### config.mk
export PLATFORM = sky130hd
export DESIGN_NAME = fifo_wr_arbiter
export DESIGN_NICKNAME = d
export VERILOG_FILES = /design/src/rtl/fifo_wr_arbiter.sv
export SDC_FILE = /design/constraint.sdc
export NUM_CORES = 1
export LEC_CHECK = 0
export CORE_MARGIN = 2
export CORE_UTILIZATION = 30
export DETAILED_ROUTE_END_ITERATION = 8
export DONT_BUFFER_PORTS = 1
export SETUP_SLACK_MARGIN = 0.4
export SLEW_MARGIN = 0
export SYNTH_ARGS = -nofsm -noshare
export SYNTH_HDL_FRONTEND = slang
export SYNTH_SLANG_ARGS = --single-unit
### constraint.sdc
create_clock -name clk -period 4.3 [get_ports clk]
set_input_delay 0.86 -clock clk [delete_from_list [all_inputs] [get_ports clk]]
set_output_delay 0.86 -clock clk [all_outputs]
set_load 0.05 [all_outputs]
### src/rtl/fifo_wr_arbiter.sv
// Round-robin arbiter sharing one FIFO write port among NUM_REQ valid/ready producers.
// A grant lasts until MAX_BURST words are written or the producer runs dry while the FIFO has room.
module fifo_wr_arbiter #(
    parameter int NUM_REQ    = 4,
    parameter int DATA_WIDTH = 8,
    parameter int MAX_BURST  = 4
) (
    input  logic                            clk,
    input  logic                            rst_n,
    input  logic [NUM_REQ-1:0]              req_valid,
    input  logic [NUM_REQ*DATA_WIDTH-1:0]   req_data,
    output logic [NUM_REQ-1:0]              req_ready,
    input  logic                            fifo_full,
    output logic                            fifo_w_en,
    output logic [DATA_WIDTH-1:0]           fifo_data_in,
    output logic                            grant_valid,
    output logic [$clog2(NUM_REQ)-1:0]      grant_id
);

    localparam int ID_W = $clog2(NUM_REQ);
    localparam logic [0:0] ST_IDLE  = 1'b0;
    localparam logic [0:0] ST_GRANT = 1'b1;
    localparam logic [7:0] BURST_LAST = 8'(MAX_BURST - 1);
    localparam logic [ID_W-1:0] LAST_RST = ID_W'(NUM_REQ - 1);

    logic [0:0]      r_state;
    logic [ID_W-1:0] r_grant_id;
    logic [ID_W-1:0] r_last_id;
    logic [7:0]      r_burst_cnt;

    logic [ID_W:0]   w_pick;
    logic            w_sel_found;
    logic [ID_W-1:0] w_sel_id;
    logic            w_in_grant;
    logic            w_xfer;

    // Scan from last+NUM_REQ down to last+1 so the nearest successor of last_id wins; MSB flags a hit.
    function automatic logic [ID_W:0] rr_pick(input logic [NUM_REQ-1:0] valid,
                                              input logic [ID_W-1:0]    last);
        logic [ID_W:0]   result;
        logic [ID_W-1:0] cand;
        int              idx;
        result = '0;
        for (int k = NUM_REQ; k >= 1; k--) begin
            idx  = (int'(last) + k) % NUM_REQ;
            cand = ID_W'(idx);
            if (valid[cand]) begin
                result = {1'b1, cand};
            end else begin
                result = result;
            end
        end
        return result;
    endfunction

    assign w_pick      = rr_pick(req_valid, r_last_id);
    assign w_sel_found = w_pick[ID_W];
    assign w_sel_id    = w_pick[ID_W-1:0];
    assign w_in_grant  = (r_state == ST_GRANT);
    assign w_xfer      = w_in_grant & req_valid[r_grant_id] & ~fifo_full;

    assign grant_valid = w_in_grant;
    assign grant_id    = r_grant_id;
    assign fifo_w_en   = w_xfer;

    // Handshake and write-port mux; data is forced to zero whenever no write is issued.
    always_comb begin
        req_ready    = '0;
        fifo_data_in = '0;
        if (w_in_grant) begin
            req_ready[r_grant_id] = ~fifo_full;
        end else begin
            req_ready = '0;
        end
        if (w_xfer) begin
            fifo_data_in = req_data[r_grant_id*DATA_WIDTH +: DATA_WIDTH];
        end else begin
            fifo_data_in = '0;
        end
    end

    // Grant FSM: arbitrate in IDLE, hold through back-pressure, release on burst end or empty producer.
    always_ff @(posedge clk or negedge rst_n) begin
        if (!rst_n) begin
            r_state     <= ST_IDLE;
            r_grant_id  <= '0;
            r_last_id   <= LAST_RST;
            r_burst_cnt <= 8'd0;
        end else begin
            case (r_state)
                ST_IDLE: begin
                    if (w_sel_found) begin
                        r_state     <= ST_GRANT;
                        r_grant_id  <= w_sel_id;
                        r_last_id   <= w_sel_id;
                        r_burst_cnt <= 8'd0;
                    end else begin
                        r_state <= ST_IDLE;
                    end
                end
                ST_GRANT: begin
                    if (fifo_full) begin
                        r_state <= ST_GRANT;
                    end else if (w_xfer) begin
                        if (r_burst_cnt == BURST_LAST) begin
                            r_state     <= ST_IDLE;
                            r_burst_cnt <= 8'd0;
                        end else begin
                            r_burst_cnt <= r_burst_cnt + 8'd1;
                        end
                    end else begin
                        // FIFO has room but the producer has nothing: give the port back.
                        r_state     <= ST_IDLE;
                        r_burst_cnt <= 8'd0;
                    end
                end
                default: begin
                    r_state     <= ST_IDLE;
                    r_burst_cnt <= 8'd0;
                end
            endcase
        end
    end

endmodule

# Yosys cells after proc, flatten, opt, wreduce, memory -nomap -nowiden
# Cells that the tools add are included.
op_classes:
  n_addsub: 5
  order_cmp: 6
  n_eq_ne: 3
  shift: 1
  muxes: 28
  bitwise: 5
  reduce_logical: 3
op_table:
  columns: ["op", "n"]
  rows:
  - ["$mux 8", 5]
  - ["$shiftx 32x6->8", 1]
  - ["$pmux 8 s2", 1]
  - ["$lt 2x3->1 const B", 5]
  - ["$mux 3", 4]
  - ["$bmux 1 s2", 5]
  - ["$mux 1", 10]
  - ["$add 8x1->8 const B", 1]
  - ["$eq 8x2->1 const B", 1]
  - ["$add 2x1->2 const B", 2]
  - ["$add 2x2->2 const B", 2]
  - ["$and 4x4->4", 1]
  - ["$mux 4", 1]
  - ["$ne 2x2->1 const B", 2]
  - ["$reduce_and 2->1", 2]
  - ["$and 1x1->1", 2]
  - ["$demux 1 s2", 1]
  - ["$ge 2x1->1 const B", 1]
  - ["$not 1->1", 2]
  - ["$pmux 1 s2", 1]
  - ["$logic_and 1x1->1", 1]
word_totals:
  regBits: 13
  output_inout_bits: 16

# Longest topological paths before layout
depth:
  ltp_word: 9
  ltp_mapped: 7

# Worst setup path before layout
# Ideal clock, no wire load.
synth_path:
  kind: "input to output"
  from: "input fifo_full"
  to: "output fifo_data_in[0]"
  arrival_ps: 2269
  t_required_ps: 3440
  path_slack_ps: 1171
  stages: 5
  path_buffers: 1
  path_cell_list: "or3b_4 > o22a_4 > inv_1 > buf_4 > and2_1"
synth_between:
  elab_chain_len: 3
synth_lines:
  columns: ["item", "line_no", "text"]
  rows:
  - ["start: declaration", "13", "input logic fifo_full,"]
  - ["$not 1->1", "60", "assign w_xfer = w_in_grant & req_valid[r_grant_id] & ~fifo_full;"]
  - ["$and 1x1->1", "60", null]
  - ["net fifo_w_en", "14", "output logic fifo_w_en,"]
  - ["$mux 8", "75", "if (w_xfer) begin"]
  - ["end: declaration", "15", "output logic [DATA_WIDTH-1:0] fifo_data_in,"]
# The timed path passes the listed nets, and every way through them passes these cells.

# Worst setup path after layout
layout_path:
  from: "register r_state (netlist: grant_valid)"
  to: "output fifo_data_in[7]"
layout_between:
  elab_chain_len: 3
layout_lines:
  columns: ["item", "line_no", "text"]
  rows:
  - ["start: declaration", "26", "logic [0:0] r_state;"]
  - ["start signal: assignment", "85", "r_state <= ST_IDLE;"]
  - ["start signal: assignment", "93", "r_state <= ST_GRANT;"]
  - ["start signal: assignment", "98", "r_state <= ST_IDLE;"]
  - ["$and 1x1->1 (2 in a row)", "60", null]
  - ["$mux 8", "75", null]
# Every way passes these cells.

==> flow_summary.json <==
{
  "postSynthRegisterBits": 13,
  "viasPerCell": 5.64,
  "drv_cap": 0,
  "start_util": 0.316,
  "synth_flop_cell": "dfrtp_1",
  "synth_area_per_cell_um2": 9.39,
  "synth.net_count": 154,
  "diodes": 0,
  "worst_ep_arrival_time_ns": 2.61,
  "cts_sinks": 13,
  "synthSimpleGateAreaFrac": 0.278,
  "n_fill_cell": 340,
  "die_x_um": 63.8,
  "startpoint": "grant_valid",
  "totalWireLength_mm": 2.59,
  "yosysWarnings": 0,
  "synth_edf_count": 0,
  "critPathSlowestCell": "dfrtp_1",
  "post-cts-setup-buffers": 0,
  "synth_compound_area_frac": 0.145,
  "relSlewSlack": 0.342,
  "end_kind": "output port",
  "clkTransAtPathRegs_ns": 0.09,
  "synthesis.area_mm2": 0.00107,
  "path_class": "flop to output port",
  "overflow": 0,
  "cp_max_fo": 15,
  "vdd_ir_drop_max_mv": 0.137,
  "cts_buffers": 3,
  "firstDrtPassIters": 4,
  "outcome": "finished, final reports clean",
  "antenna_left": 0,
  "power_leakage_uw": 0.000457,
  "startpoint_type": "flop",
  "cts_hold_buf": 0,
  "cts_resized": 0,
  "htree_num_levels": 1,
  "antenna_found_initial": 0,
  "insertion_delay_ns": 0.29,
  "hpwl_mm": 2.05,
  "setup-tns-final_ns": 0,
  "wire_per_inst_um": 16.3,
  "grt_pass1_wl_mm": 4.24,
  "p_per_area_mw_per_mm2": 657,
  "vias": 896,
  "track_usage": 0.134,
  "layout-drive-gt1-share": 0.186,
  "drt_iter0_markers": 37,
  "setup_viol": 0,
  "cts.root.buffer_cell": "clkbuf_4",
  "cp.required_ns": 3.44,
  "finalCritPeriodShare": 0.807,
  "grt_pass1_vias": 905,
  "fp.dieH_um": 63.8,
  "synth_top_family_by_area": "simple AND/OR/NAND/NOR gates",
  "path_cells": "or3b_4 -> o22a_4 -> inv_1 -> and2_1",
  "synth_xor_xnor_area_share": 0.00818,
  "nets": 154,
  "hold_violations": 0,
  "die-area_mm2": 0.00406,
  "rows": 21,
  "ys_types": 41,
  "timing_max_transition_violations_final": 0,
  "synth-async-reset-ratio": 1.00,
  "rsz0062_at_grt": "no",
  "crit_path_end": "fifo_data_in[7]",
  "ys_seq_area_frac": 0.306,
  "r2r_end": "r_burst_cnt[2]",
  "grt_max_degree": 16,
  "cts_tree": "yes",
  "reg2regPathDepth": 5,
  "final.min_clock_period_ns": 3.47,
  "rrSetupSlack_ns": 1.97,
  "synth_fa_ha_area_frac": 0.0117,
  "io_buffers": 0,
  "gp_congestion": 0.794,
  "worst_pin_slew_ns": 0.986,
  "cts_buffer_depth": 2,
  "slowest_delay_ns": 0.81,
  "synthCells": 114,
  "regArea_um2": 328,
  "fmax_mhz": 288,
  "core-area_mm2": 0.00339,
  "io-pin-count": 55,
  "r2r-start": "grant_valid",
  "area_delta_synth_final_pct": 5.26,
  "skew_ns": 0.00432,
  "drc_errors": 0,
  "multiInputGateArea_um2": 686,
  "hold_path.class": "primary input to async pin",
  "utilization": 0.333,
  "synthMuxAreaShare": 0.197
}
[routing by layer]
layer  GRT usage  vias up  wire [um]
met5           0        -          0
met3      0.0546        5        299
li1            -      421          -
met2       0.236       60       1260
met1       0.135      410        967
met4      0.0734        0         65
[through the flow]
| stage | setup WS (ns) | power (uW) | hold slack, ns | area, um^2 | instances |
|---|---|---|---|---|---|
| 2_1_floorplan | 1.17 | 622 | 0.479 | 1070 | 114 |
| 3_3_place_gp | 1.18 | 658 | 0.504 | 1100 | 155 |
| 3_5_place_dp | 1.13 | 663 | 0.507 | 1100 | 155 |
| 4_1_cts | 0.800 | 747 | 0.250 | 1130 | 159 |
| 5_1_grt | 0.674 | 788 | 0.232 | 1130 | 159 |
| 6_report | 0.831 | 741 | 0.254 | 1130 | 159 |
[report_power, final]
part | switching [uW] | internal (uW)
combinational | 249 | 156
sequential | 95.1 | 159
clock | 44.8 | 36.1
total | 389 | 352
[state kept, by name, indices dropped and copies added (netlist names)]
| name | cells |
|---|---|
| r_burst_cnt | 8 |
| grant_valid | 1 |
| r_last_id | 2 |
| grant_id | 2 |
[logic make-up (layout without fill, tap and decap cells)]
logic type                 Yosys count  in the layout
buffers and inverters               11             10
and+or+nand+nor                     55             55
muxes                               11             11
adders and majority gates            1              1
DFF                                 13             13
xor gates and xnor gates             1              1
AOI/OAI and AO/OA                   22             22
[worst min-delay path by stage]
| stage | endpoint | slack, ns |
|---|---|---|
| CTS | grant_id[0] | 0.25 |
| finish | grant_id[0] | 0.25 |
| floorplan | r_last_id[0] | 0.48 |
| global route | grant_id[0] | 0.23 |
| global placement | r_last_id[0] | 0.50 |
| detailed placement | r_last_id[0] | 0.51 |
[Yosys cell counts (all sizes together), types with 3 or more instances]
master  count  area share
o21ai       5       0.023
or3         3       0.020
a21oi       5       0.023
nand2      12       0.042
and2        8       0.047
nor2        8       0.028
inv         4       0.014
nand2b      5       0.029
nand3       9       0.042
dfrtp      11        0.26
mux4        8        0.17
buf         5       0.033
[layout make-up]
| class | count | area share |
|---|---|---|
| Multi-Input combinational cell | 90 | 0.608 |
| Sequential cell | 13 | 0.291 |
| Tap cell | 46 | 0.0511 |
| Clock buffer | 4 | 0.0233 |
| Timing Repair Buffer | 2 | 0.0133 |
| Inverter | 4 | 0.0133 |
[cell usage in the layout, fill, tap and decap left out, types with 2 or more instances in the layout]
cell | synthesis | final
mux4_2 | 8 | 8
nand3_1 | 9 | 9
or3_2 | 2 | 2
nor2_1 | 8 | 8
a21o_1 | 2 | 2
nand2b_1 | 5 | 5
o21ai_0 | 5 | 5
inv_1 | 4 | 4
buf_4 | 4 | 2
clkbuf_4 | 0 | 3
a21oi_1 | 5 | 5
dfstp_2 | 2 | 2
and2_1 | 8 | 8
dfrtp_1 | 11 | 11
nand2_1 | 12 | 12
mux2i_1 | 2 | 2
[critical path: cells and delay by family, from the launching register on]
kind	cells	cell delay [ns]
simple gates	2	0.99
flops	1	0.81
buf+inv	1	0.29
compound gates	1	0.24
No activity file was read; power rests on OpenSTA's default activity.
